**config.mk**
```make
export PLATFORM = sky130hd
export DESIGN_NAME = dmem_master
export DESIGN_NICKNAME = d
export VERILOG_FILES = /design/src/rtl/dmem_master.sv
export SDC_FILE = /design/constraint.sdc
export NUM_CORES = 1
export LEC_CHECK = 0
export CAP_MARGIN = 20
export CORE_AREA = 2 2 159 83
export CTS_BUF_LIST = sky130_fd_sc_hd__clkbuf_8
export CTS_CLUSTER_DIAMETER = 150
export DETAILED_ROUTE_END_ITERATION = 8
export DIE_AREA = 0 0 161 85
export PLACE_DENSITY = 0.73
export SETUP_SLACK_MARGIN = 0.2
export SLEW_MARGIN = 20
export SYNTH_ARGS = -nofsm -noshare
export SYNTH_HDL_FRONTEND = slang
export SYNTH_SLANG_ARGS = --single-unit
```
**constraint.sdc**
```tcl
create_clock -name clk -period 4.5 [get_ports clk]
set_input_delay 0.45 -clock clk [delete_from_list [all_inputs] [get_ports clk]]
set_output_delay 0.45 -clock clk [all_outputs]
set_load 0.05 [all_outputs]
```
**src/rtl/dmem_master.sv**
```systemverilog
// Data-memory initiator: one load or store at a time onto a word-addressed,
// byte-strobed synchronous memory port, with lane alignment and load extension.
module dmem_master #(
  parameter int LAT = 1
) (
  input  logic        clk,
  input  logic        rst,
  input  logic        req_valid,
  output logic        req_ready,
  input  logic        req_we,
  input  logic [1:0]  req_size,
  input  logic        req_unsigned,
  input  logic [31:0] req_addr,
  input  logic [31:0] req_wdata,
  output logic        resp_valid,
  output logic [31:0] resp_rdata,
  output logic        resp_err,
  output logic        rready,
  output logic [29:0] raddr,
  input  logic [31:0] rdata,
  output logic        wready,
  output logic [29:0] waddr,
  output logic [31:0] wdata,
  output logic [3:0]  wstrb
);

  localparam logic [1:0] S_IDLE  = 2'd0;
  localparam logic [1:0] S_ISSUE = 2'd1;
  localparam logic [1:0] S_WAIT  = 2'd2;
  localparam logic [1:0] S_RESP  = 2'd3;

  localparam logic [1:0] WAIT_LOAD = (LAT >= 2) ? 2'(LAT - 2) : 2'd0;

  logic [1:0]  state;
  logic [1:0]  cnt;
  logic        we_p0;
  logic [1:0]  size_p0;
  logic        uns_p0;
  logic [31:0] addr_p0;
  logic [31:0] wdata_p0;
  logic        err_p0;
  logic        accept;
  logic        in_issue;
  logic        in_resp;

  function automatic logic access_err(input logic [1:0] size, input logic [1:0] lo);
    case (size)
      2'd0:    access_err = 1'b0;
      2'd1:    access_err = lo[0];
      2'd2:    access_err = |lo;
      default: access_err = 1'b1;
    endcase
  endfunction

  function automatic logic [3:0] lane_strb(input logic [1:0] size, input logic [1:0] lo);
    case (size)
      2'd0:    lane_strb = 4'b0001 << lo;
      2'd1:    lane_strb = 4'b0011 << lo;
      default: lane_strb = 4'b1111;
    endcase
  endfunction

  function automatic logic [31:0] lane_data(input logic [1:0] size, input logic [31:0] d);
    case (size)
      2'd0:    lane_data = {4{d[7:0]}};
      2'd1:    lane_data = {2{d[15:0]}};
      default: lane_data = d;
    endcase
  endfunction

  function automatic logic [31:0] load_extend(input logic [1:0] size, input logic uns,
                                              input logic [1:0] lo, input logic [31:0] d);
    logic [31:0]        sh;
    logic signed [7:0]  b;
    logic signed [15:0] h;
    sh = d >> {lo, 3'b000};
    b  = sh[7:0];
    h  = sh[15:0];
    case (size)
      2'd0: begin
        if (uns) load_extend = {24'd0, sh[7:0]};
        else     load_extend = 32'(b);
      end
      2'd1: begin
        if (uns) load_extend = {16'd0, sh[15:0]};
        else     load_extend = 32'(h);
      end
      default: load_extend = sh;
    endcase
  endfunction

  // Readiness is masked by reset so every output reads 0 while rst is high.
  assign req_ready = (state == S_IDLE) && !rst;
  assign accept    = req_valid && req_ready;
  assign in_issue  = (state == S_ISSUE);
  assign in_resp   = (state == S_RESP);

  always_ff @(posedge clk or posedge rst) begin
    if (rst) begin
      state <= S_IDLE;
      cnt   <= 2'd0;
    end else begin
      case (state)
        S_IDLE: if (accept) state <= S_ISSUE;
        S_ISSUE: begin
          if (err_p0 || we_p0) begin
            state <= S_IDLE;
          end else if (LAT == 1) begin
            state <= S_RESP;
          end else begin
            state <= S_WAIT;
            cnt   <= WAIT_LOAD;
          end
        end
        S_WAIT: begin
          if (cnt == 2'd0) state <= S_RESP;
          else             cnt   <= cnt - 2'd1;
        end
        default: state <= S_IDLE;
      endcase
    end
  end

  // Request capture stage
  always_ff @(posedge clk) begin
    if (accept) begin
      we_p0    <= req_we;
      size_p0  <= req_size;
      uns_p0   <= req_unsigned;
      addr_p0  <= req_addr;
      wdata_p0 <= req_wdata;
      err_p0   <= access_err(req_size, req_addr[1:0]);
    end
  end

  // Memory issue and response stage
  always_comb begin
    rready     = in_issue && !err_p0 && !we_p0;
    wready     = in_issue && !err_p0 && we_p0;
    raddr      = rready ? addr_p0[31:2] : 30'd0;
    waddr      = wready ? addr_p0[31:2] : 30'd0;
    wdata      = wready ? lane_data(size_p0, wdata_p0) : 32'd0;
    wstrb      = wready ? lane_strb(size_p0, addr_p0[1:0]) : 4'd0;
    resp_valid = (in_issue && (err_p0 || we_p0)) || in_resp;
    resp_err   = in_issue && err_p0;
    resp_rdata = in_resp ? load_extend(size_p0, uns_p0, addr_p0[1:0], rdata) : 32'd0;
  end

endmodule

```
==> impl_results.md <==
- Placed insts: 762
- Fmax: 285 MHz
- Synth Register Bits: 73
- NumNets Final: 707
- EDFF count, synth: 69
- Worst-Margin Slew: 0.914 ns
- Setup bufs post-CTS: 0
- DR DRC count: 0
- Distinct cells, synth: 43
- CP Capture Type: output port
- Pin count of the biggest net entering global routing: 70
- RR Endpoint: wdata_p0[10]
- Via Count: 3768
- Core Rows: 29
- CTS sink count: 73
- Cells after Synth: 380
- Min setup slack post-route: 0.992 ns
- CP Launch Type: register
- Max FO, Critical Path: 15
- Commonest cells after routing, fill and taps aside: clkdlybuf4s50_1 (235), and2_1 (69), edfxtp_1 (69)
- I/O pins: 236
- Crit path kind: reg -> out
- GRT Util Overall: 20.5%
- Gp weighted congestion: 0.875
- TritonCTS clock tree: built
- Cts hold-fix bufs: 0
- Layout Skew: 0.00907 ns
- Clk root buf: clkbuf_8
- Max clock buf depth: 2
- Clock-pin transition on the worst setup and hold timing paths: 0.07 ns
- Ranking of synthesized cells by area: edfxtp_1 (49%), and2_1 (10%), mux2_2 (4.8%)
- First-pass GRT wire length: 21.5 mm
- Synth area leader: edfxtp_1
- WP data arrival: 3.06 ns
- Drt wl/cell: 17.8 um
- Total power: 2.55 mW
- Net Count, Synth: 484
- Antenna Violating Nets Remaining: 0
- Vias in the first global route: 3702
- Core Box Area: 12300 um^2
- Syn Area/Cell: 11.1 um^2
- MaxCap Viol Count: 0
- Final-report max-slew violation count: 0
- Final setup violation count: 0
- Layout area overhead: 63.3%
- Commonest non-fill, non-tap cell in the layout: clkdlybuf4s50_1
- RSZ-0062 raised after global routing: false
- CTS Buf Count: 9
- ANT cells: 0
- Core Util, Final: 55.7%
- Die X: 161 um
- Leakage power: 2.44 nW
- Initial DRT Pass Iterations: 4
- Port bufs: 235
- Ys flop type: edfxtp_1
- Rel. slew slack: 39.1%
- Initial core utilization: 34.1%
- Initial antenna violation count: 0
- Post-route setup TNS: 0 ns
- Pre-CTS WS: 1.38 ns
- Worst reg2reg startpoint: state[1]
- Grt total ovfl: 0
- CTS resizes: 0
- Final hold vios: 0
- H-tree depth: 3
- Iter 0 DRT Violations: 244
- WL final: 13.8 mm
- Register area share after synthesis: 51.6%
- Final Cycle Share: 77.9%
- Vias/cell: 4.84
- Final Critical Period: 3.51 ns
- Yosys top cell area share: 49.3%
- Share of layout cells above drive strength 1: 8.55%
- Worst r2r path cells: 2
- FFs w/ async S/R, synth: 5.48%
- Die height: 85 um
- Setup slack, reg-to-reg: 2.43 ns
- Post-DP HPWL: 10.5 mm
- Worst VDD drop: 0.173 mV
- Die area: 13700 um^2
- Layout Cells excl Fill: 778
- Worst min path class: in -> async
- Status: completed
- Syn. warnings: 0
- Worst path required time: 4.05 ns
- Power Dens Cells: 372 nW/um^2
- Worst skew pair latency: 0.34 ns
- Netlist area before placement: 4210 um^2
==> final cells by class <==
type,instances,area [um^2]
Tap cell,170,213
Sequential cell,73,2170
Inverter,8,30.0
Clock inverter,6,60.1
Clock buffer,10,138
Fill cell,1096,5470
Multi-Input combinational cell,268,1840
Timing Repair Buffer,243,2420
==> cell families (layout without fill, tap and decap cells) <==
kind of cell	count (synthesis)	count (layout)	synth area share, %
AO/OA/AOI/OAI	72	72	13.0
XOR/XNOR	2	2	0.416
adder cells (fa/ha/maj)	1	1	0.297
buffers and inverters	39	267	4.91
flip-flops	73	73	51.6
multiplexers	35	35	9.16
AND/OR/NAND/NOR	158	158	20.6
==> worst max-delay path, stage by stage, from the launching register on <==
cell             delay [ns]
edfxtp_1               0.72
nor2_1                 0.80
nand2_1                0.13
a21oi_1                0.23
clkdlybuf4s50_1        0.84
==> cells in the mapped netlist, types with 2 or more instances <==
| cell | number |
|---|---|
| o211ai_1 | 12 |
| o211ai_2 | 4 |
| nor3_1 | 3 |
| and2_1 | 70 |
| clkinv_1 | 2 |
| and2b_1 | 3 |
| inv_1 | 6 |
| mux2i_1 | 16 |
| dfrtp_1 | 4 |
| nand3_1 | 8 |
| a211oi_1 | 21 |
| buf_6 | 3 |
| nor2_1 | 16 |
| clkbuf_1 | 7 |
| edfxtp_1 | 69 |
| buf_2 | 13 |
| a21oi_1 | 21 |
| clkbuf_2 | 5 |
| nor2b_1 | 8 |
| mux2_2 | 18 |
| a2bb2oi_1 | 7 |
| nand2_1 | 43 |
==> layer usage <==
layer / track usage (%) / part of all wire (%)
met1: 29.9 / 48
met4: 4.22 / 0.87
met2: 30.2 / 43
met5: 0 / 0
met3: 6.35 / 7.9
==> state kept, by name, summed over array words and instances (netlist names) <==
register  flops
state         2
addr_p0      32
we_p0         1
uns_p0        1
size_p0       2
err_p0        1
cnt           2
wdata_p0     32
==> power breakdown <==
| part | total (mW) | switching [mW] | leakage [nW] | internal [mW] |
|---|---|---|---|---|
| sequential | 0.926 | 0.0692 | 0.689 | 0.857 |
| clock | 0.507 | 0.239 | 0.109 | 0.268 |
| combinational | 1.12 | 0.716 | 1.64 | 0.403 |
==> metrics by stage <==
step / hold slack, ns / cell area [um^2]
finish: 0.363 / 6870
global route: 0.349 / 6870
CTS: 0.332 / 6870
detailed placement: 0.525 / 6670
global placement: 0.505 / 6660
floorplan: 0.216 / 4210
==> how the worst max path moves through the flow <==
stage                           from             to  cells past startpoint
final                     size_p0[0]      wdata[13]                      4
after floorplan             state[1]     addr_p0[0]                      3
after detailed placement   rdata[23]  resp_rdata[9]                      5
after global placement    size_p0[0]      wdata[11]                      4
after global routing        state[0]      waddr[17]                      7
after CTS                   state[0]      waddr[20]                      7
Power figures use the tool's default switching activity.
